==> src/rtl/tap_sum5_pkg.sv <==
// tapsum_pkg: shared depth, counter width, latency and sum-width helper for tap_sum5.
package tapsum_pkg;
    localparam int TAP_DEPTH = 5;
    localparam int FILL_W    = 3;
    localparam int PIPE_LAT  = 3;
    function automatic int SUM_W(input int w);
        return w + 3;
    endfunction
endpackage

==> src/rtl/tap_sum5_if.sv <==
// tap_sum5_if: tap inputs, shift enable and windowed-sum outputs of tap_sum5.
interface tap_sum5_if
    import tapsum_pkg::*;
#(
    parameter int input_width = 37,
    parameter int out_width   = SUM_W(input_width)
) ();
    logic                          en;
    logic signed [input_width-1:0] din_stage1, din_stage2, din_stage3, din_stage4, din_stage5;
    logic signed [out_width-1:0]   dout;
    logic                          dout_valid;
    logic        [FILL_W-1:0]      fill_cnt;
    logic                          ovf;
    modport master (
        output en, din_stage1, din_stage2, din_stage3, din_stage4, din_stage5,
        input  dout, dout_valid, fill_cnt, ovf
    );
    modport slave (
        input  en, din_stage1, din_stage2, din_stage3, din_stage4, din_stage5,
        output dout, dout_valid, fill_cnt, ovf
    );
endinterface

==> src/rtl/tap_sum5_add2_reg.sv <==
// add2_reg: registered signed adder, result one bit wider, with a tag carried alongside.
module add2_reg #(
    parameter int W  = 37,
    parameter int TW = 1
) (
    input  logic                clk,
    input  logic                rst,
    input  logic [TW-1:0]       i_tag,
    input  logic signed [W-1:0] i_a,
    input  logic signed [W-1:0] i_b,
    output logic [TW-1:0]       o_tag,
    output logic signed [W:0]   o_sum
);
    always_ff @(posedge clk) begin
        if (rst) begin
            o_tag <= '0;
            o_sum <= '0;
        end else begin
            o_tag <= i_tag;
            o_sum <= {i_a[W-1], i_a} + {i_b[W-1], i_b};
        end
    end
endmodule

==> src/rtl/tap_sum5.sv <==
// tap_sum5: 3-stage pipelined signed sum of five taps, flagged valid once the window is full.
// Define TAPSUM_SAT_EN to clamp the sum to the tap range and raise ovf on clamped full results.
module tap_sum5
    import tapsum_pkg::*;
#(
    parameter int input_width = 37,
    parameter int reg_depth   = TAP_DEPTH,
    parameter int out_width   = SUM_W(input_width)
) (
    input  logic      clk,
    input  logic      rst,
    tap_sum5_if.slave bus
);
    logic                          r_shift_q;
    logic        [FILL_W-1:0]      r_fill;
    logic                          w_full;
    logic signed [input_width-1:0] r_e1, r_e2;
    logic signed [input_width:0]   w_a, w_b;
    logic signed [input_width+1:0] w_c;
    logic                          w_a_vld, w_b_full;
    logic        [1:0]             w_c_tag;
    logic signed [out_width-1:0]   w_sum, w_res;
    logic                          w_sat;
    logic signed [out_width-1:0]   r_dout;
    logic                          r_vld, r_ovf;

    // en is active low: a low en shifts the taps, so the following cycle samples them
    assign w_full = r_fill >= FILL_W'(reg_depth - 1);

    always_ff @(posedge clk) begin
        if (rst) begin
            r_shift_q <= 1'b0;
            r_fill    <= '0;
            r_e1      <= '0;
            r_e2      <= '0;
        end else begin
            r_shift_q <= ~bus.en;
            if (r_shift_q && r_fill != FILL_W'(reg_depth))
                r_fill <= r_fill + 1'b1;
            r_e1 <= bus.din_stage5;
            r_e2 <= r_e1;
        end
    end

    add2_reg #(.W(input_width), .TW(1)) u_s1a (
        .clk(clk), .rst(rst), .i_tag(r_shift_q),
        .i_a(bus.din_stage1), .i_b(bus.din_stage2), .o_tag(w_a_vld), .o_sum(w_a)
    );
    add2_reg #(.W(input_width), .TW(1)) u_s1b (
        .clk(clk), .rst(rst), .i_tag(r_shift_q && w_full),
        .i_a(bus.din_stage3), .i_b(bus.din_stage4), .o_tag(w_b_full), .o_sum(w_b)
    );
    add2_reg #(.W(input_width + 1), .TW(2)) u_s2 (
        .clk(clk), .rst(rst), .i_tag({w_b_full, w_a_vld}),
        .i_a(w_a), .i_b(w_b), .o_tag(w_c_tag), .o_sum(w_c)
    );

    assign w_sum = out_width'(w_c) + out_width'(r_e2);

`ifdef TAPSUM_SAT_EN
    localparam logic signed [out_width-1:0] SAT_MAX =
        {{(out_width - input_width + 1){1'b0}}, {(input_width - 1){1'b1}}};
    localparam logic signed [out_width-1:0] SAT_MIN = ~SAT_MAX;
    always_comb begin
        w_sat = (w_sum > SAT_MAX) || (w_sum < SAT_MIN);
        w_res = (w_sum > SAT_MAX) ? SAT_MAX : (w_sum < SAT_MIN) ? SAT_MIN : w_sum;
    end
`else
    assign w_sat = 1'b0;
    assign w_res = w_sum;
`endif

    // dout only moves when a launch leaves the pipeline; bubbles leave it holding
    always_ff @(posedge clk) begin
        if (rst) begin
            r_dout <= '0;
            r_vld  <= 1'b0;
            r_ovf  <= 1'b0;
        end else begin
            if (w_c_tag[0])
                r_dout <= w_res;
            r_vld <= w_c_tag[0] & w_c_tag[1];
            r_ovf <= w_c_tag[0] & w_c_tag[1] & w_sat;
        end
    end

    assign bus.dout       = r_dout;
    assign bus.dout_valid = r_vld;
    assign bus.fill_cnt   = r_fill;
    assign bus.ovf        = r_ovf;
endmodule

==> src/flat_wrapper.sv <==
// flat-port wrapper written by rule: the top's interface ports become plain ports
module tap_sum5_flat import tapsum_pkg::*;
#(
    parameter int input_width = 37,
    parameter int reg_depth   = TAP_DEPTH,
    parameter int out_width   = SUM_W(input_width)
)
  (clk, rst, bus_en, bus_din_stage1, bus_din_stage2, bus_din_stage3, bus_din_stage4, bus_din_stage5, bus_dout, bus_dout_valid, bus_fill_cnt, bus_ovf);
  tap_sum5_if #(.input_width(input_width), .out_width(out_width)) bus_i ();
  input  logic clk;
  input  logic rst;
  input wire logic [$bits(bus_i.en)-1:0] bus_en;
  input wire logic [$bits(bus_i.din_stage1)-1:0] bus_din_stage1;
  input wire logic [$bits(bus_i.din_stage2)-1:0] bus_din_stage2;
  input wire logic [$bits(bus_i.din_stage3)-1:0] bus_din_stage3;
  input wire logic [$bits(bus_i.din_stage4)-1:0] bus_din_stage4;
  input wire logic [$bits(bus_i.din_stage5)-1:0] bus_din_stage5;
  output wire logic [$bits(bus_i.dout)-1:0] bus_dout;
  output wire logic [$bits(bus_i.dout_valid)-1:0] bus_dout_valid;
  output wire logic [$bits(bus_i.fill_cnt)-1:0] bus_fill_cnt;
  output wire logic [$bits(bus_i.ovf)-1:0] bus_ovf;
  assign bus_i.en = bus_en;
  assign bus_i.din_stage1 = bus_din_stage1;
  assign bus_i.din_stage2 = bus_din_stage2;
  assign bus_i.din_stage3 = bus_din_stage3;
  assign bus_i.din_stage4 = bus_din_stage4;
  assign bus_i.din_stage5 = bus_din_stage5;
  assign bus_dout = bus_i.dout;
  assign bus_dout_valid = bus_i.dout_valid;
  assign bus_fill_cnt = bus_i.fill_cnt;
  assign bus_ovf = bus_i.ovf;
  tap_sum5 #(.input_width(input_width), .reg_depth(reg_depth), .out_width(out_width)) u_core (.clk(clk), .rst(rst), .bus(bus_i));
endmodule
==> config.mk <==
export PLATFORM = sky130hd
export DESIGN_NAME = tap_sum5_flat
export DESIGN_NICKNAME = d
export VERILOG_FILES = /design/src/rtl/tap_sum5_pkg.sv /design/src/rtl/tap_sum5_if.sv /design/src/rtl/tap_sum5_add2_reg.sv /design/src/rtl/tap_sum5.sv /design/src/flat_wrapper.sv
export SDC_FILE = /design/constraint.sdc
export NUM_CORES = 1
export LEC_CHECK = 0
export CELL_PAD_IN_SITES_DETAIL_PLACEMENT = 0
export CELL_PAD_IN_SITES_GLOBAL_PLACEMENT = 1
export CORE_MARGIN = 2
export CORE_UTILIZATION = 44
export DETAILED_ROUTE_END_ITERATION = 16
export GPL_TIMING_DRIVEN = 0
export PLACE_DENSITY_LB_ADDON = 0.1
export SLEW_MARGIN = 20
export SYNTH_ARGS = -nofsm -noshare
export SYNTH_HDL_FRONTEND = slang
export SYNTH_HIERARCHICAL = 1
export SYNTH_SLANG_ARGS = --single-unit
==> constraint.sdc <==
create_clock -name clk -period 6 [get_ports clk]
set_input_delay 0.9 -clock clk [delete_from_list [all_inputs] [get_ports clk]]
set_output_delay 0.9 -clock clk [all_outputs]
set_load 0.01 [all_outputs]
==> impl_metrics.py <==
metrics = {
    "layout": {
        "final_cell_mix": "dfxtp_1 (238), clkdlybuf4s50_1 (231), nor2_1 (195)",
        "synthToLayoutAreaGrowth_pct": 24.6,
        "layout.area.seq_um2": 4760,
        "fill_cells": 3230,
        "stdcell_area_um2": 18900,
        "diodes": 0,
        "layout.nets": 2417,
        "final_common_cell": "dfxtp_1",
        "drive_gt1_share_pct": 5.22,
        "multi_input_comb_area_um2": 9870,
    },
    "drt": {
        "drcViolationCount": 0,
        "drt_wl_total_um": 41600,
        "drt-pass1-iter-count": 7,
        "ant_nets": 0,
        "via_count": 13600,
        "post_drt_wl_per_cell_um": 16.4,
        "via_per_inst": 5.35,
        "drt_iter0_drc": 769,
    },
    "sta": {
        "setup_violations": 0,
        "final.setup.tns_ns": 0,
        "fin_crit_sh_pct": 62.2,
        "skew_ns": 0.0105,
        "rsz0062_at_grt": "false",
        "worst_pin_slew_ns": 0.871,
        "maxSlewHeadroom_pct": 41.9,
        "fmax_ghz": 0.268,
        "final_max_slew_viol_count": 0,
        "hold_ws_ns": 0.416,
        "period_needed_ns": 3.73,
        "hold_viol": 0,
    },
    "global_routing": {
        "top_usage_layer": "met2",
        "grt_overflow": 0,
        "grtUsageMet1_pct": 31.2,
        "grt_pass1_vias": 13100,
        "antenna_found_initial": 0,
        "use_met3_pct": 1.96,
        "grtUsageTotal_pct": 22.6,
        "grt_util_met2_pct": 38.4,
        "grt_max_degree": 15,
        "grt_pass1_wl_um": 66400,
    },
    "yosys": {
        "ys_ff_latch": 238,
        "ys_seq_area_share_pct": 31.4,
        "yosys_most_used_dff": "dfxtp_1",
        "syn_area_um2": 15200,
        "ys_types": 85,
        "synthCells": 1814,
        "synthesis.nets": 2159,
        "synthArstFlopShare_pct": 0,
        "synth.avg_cell_area_um2": 8.36,
        "yosysWarnings": 6,
        "synth_edf_count": 0,
    },
    "clock_network": {
        "insertion_delay_ns": 0.51,
        "clk_pin_slew_worst_paths_ns": 0.06,
        "cts.sinks": 238,
        "numCtsBuffers": 25,
        "post_cts_resized": 0,
        "clockRootBuffer": "clkbuf_16",
        "ctsHoldBuffers": 0,
        "cts_tree": "done",
        "htreeDepth": 1,
        "clk_path_buf_depth": 3,
        "post_cts_buffers": 0,
    },
    "floorplan": {
        "core_um2": 33700,
        "die_y_um": 190,
        "row_count": 67,
        "dieArea_um2": 36000,
        "ios": 233,
        "die_w_um": 190,
        "start_util_pct": 45.0,
    },
    "placed_design": {
        "hpwl_um": 34200,
        "routabilityCongestion": 0.891,
        "portBuffers": 231,
        "dpl_cell_area_um2": 18000,
    },
    "power_and_ir_drop": {
        "p_leak_nw": 7.86,
        "power_density_nw_per_um2": 263,
        "ir_worst_vdd_v": 0.000188,
    },
    "critical_path": {
        "cp_data_required_time_ns": 6.37,
        "critical_path_class": "input pin to register",
        "critPathCaptureType": "register",
        "worst-path-max-fanout": 6,
        "worst_ep_arrival_time_ns": 4.10,
        "critPathLaunchType": "input pin",
    },
    "job": {
        "drv_cap": 0,
    },
    "run_status": {
        "status": "finished, final reports clean",
    },
    "min_path": {
        "hold_path_class": "register to register",
    },
}
## final cells by class
| class | count | area share [%] |
|---|---|---|
| Tap cell | 448 | 2.97 |
| Inverter | 46 | 0.914 |
| Clock inverter | 13 | 0.921 |
| Timing Repair Buffer | 231 | 12.2 |
| Multi-Input combinational cell | 1451 | 52.2 |
| Sequential cell | 238 | 25.2 |
| Buffer | 79 | 1.90 |
| Clock buffer | 31 | 3.59 |
## report_power, final
group	switching (mW)	internal, mW
clock	0.601	0.971
sequential	0.0676	1.74
combinational	0.910	0.674
total	1.58	3.39
## cell usage after synthesis, types with 5 or more instances
cell | n | area share (%)
a31oi_1 | 25 | 1.0
nand2b_1 | 16 | 0.66
a211oi_1 | 24 | 1.2
nand3_1 | 28 | 0.92
buf_1 | 7 | 0.17
o21a_1 | 22 | 1.1
ha_1 | 153 | 13
xor2_1 | 48 | 2.8
buf_2 | 11 | 0.36
o21ai_0 | 88 | 2.9
o22ai_1 | 5 | 0.21
nor2_1 | 195 | 4.8
nand2_1 | 132 | 3.3
nand4_1 | 39 | 1.6
a21oi_1 | 172 | 5.7
and2_1 | 7 | 0.29
a21oi_2 | 7 | 0.40
buf_4 | 5 | 0.25
clkbuf_1 | 52 | 1.3
xnor2_1 | 61 | 3.5
mux2i_1 | 24 | 1.6
nor3_1 | 46 | 1.5
o211ai_1 | 15 | 0.74
a211o_1 | 8 | 0.46
a41oi_1 | 5 | 0.29
a21boi_0 | 6 | 0.30
o21ai_1 | 12 | 0.40
inv_1 | 46 | 1.1
nor4_1 | 9 | 0.37
o21bai_1 | 21 | 1.0
dfxtp_1 | 238 | 31
a21o_1 | 65 | 3.2
nor3b_1 | 10 | 0.50
nor2b_1 | 109 | 4.5
o31ai_1 | 6 | 0.30
mux2_2 | 5 | 0.37
## through the flow
step | total power [mW] | worst slack [ns] | std cells | utilization, %
after detailed placement | 3.41 | 1.85 | 2493 | 53.5
final | 4.97 | 2.27 | 2537 | 56.0
after global routing | 5.27 | 1.93 | 2537 | 56.0
after global placement | 3.41 | 1.81 | 2493 | 53.5
after floorplan | 2.93 | 2.68 | 1814 | -
after CTS | 5.00 | 2.38 | 2537 | 56.0
## sequential cells by signal (all words and copies together) (netlist names)
signal	flops
u_core/bus.dout	40
u_core/u_s2/o_sum	39
u_core/u_s1a/o_sum	38
u_core/u_s1b/o_sum	38
u_core/r_e1	37
u_core/r_e2	37
u_core/bus.fill_cnt	3
u_core/u_s2/o_tag	2
u_core/bus.dout_valid	1
u_core/r_shift_q	1
u_core/u_s1a/o_tag	1
u_core/u_s1b/o_tag	1
## worst paths after layout
kind | startpoint | to | slack, ns | cells after the start
setup / recovery | bus_din_stage3[7] | u_core/u_s1b/o_sum[34]$_SDFF_PP0_ | 2.27 | 10
hold / removal | u_core/u_s2/o_tag[1]$_SDFF_PP0_ | u_core/bus.dout_valid$_SDFF_PP0_ | 0.42 | 2
setup reg to reg | u_core/u_s2/o_sum[0]$_SDFF_PP0_ | u_core/bus.dout[38]$_SDFFE_PP0P_ | 2.72 | 11
hold reg to reg | u_core/u_s2/o_tag[1]$_SDFF_PP0_ | u_core/bus.dout_valid$_SDFF_PP0_ | 0.42 | 2
## logic make-up after synthesis
logic type	count (synthesis)	share of synthesized area [%]
other	1	0.0247
DFF	238	31.4
and+or+nand+nor	622	20.3
AOI/OAI and AO/OA	530	23.1
buffers and inverters	125	3.51
muxes	32	2.18
xor gates and xnor gates	109	6.30
adders and majority gates	157	13.2
## per-layer routing
metal / up-vias / wire (µm)
li1: 7035 / -
met3: 45 / 1540
met4: 0 / 729
met2: 313 / 18900
met1: 6183 / 20400
met5: - / 0
## worst max-delay path, cell delays in order
cell and delay [ns]:
clkdlybuf4s50_1 0.40, ha_1 0.37, a2111oi_0 0.45, inv_1 0.11, o211ai_1 0.34, a31oi_1 0.25
a221oi_2 0.53, a21oi_1 0.16, o21ai_0 0.17, nor3b_1 0.40
Note: power is estimated with default switching activity, not from simulation.
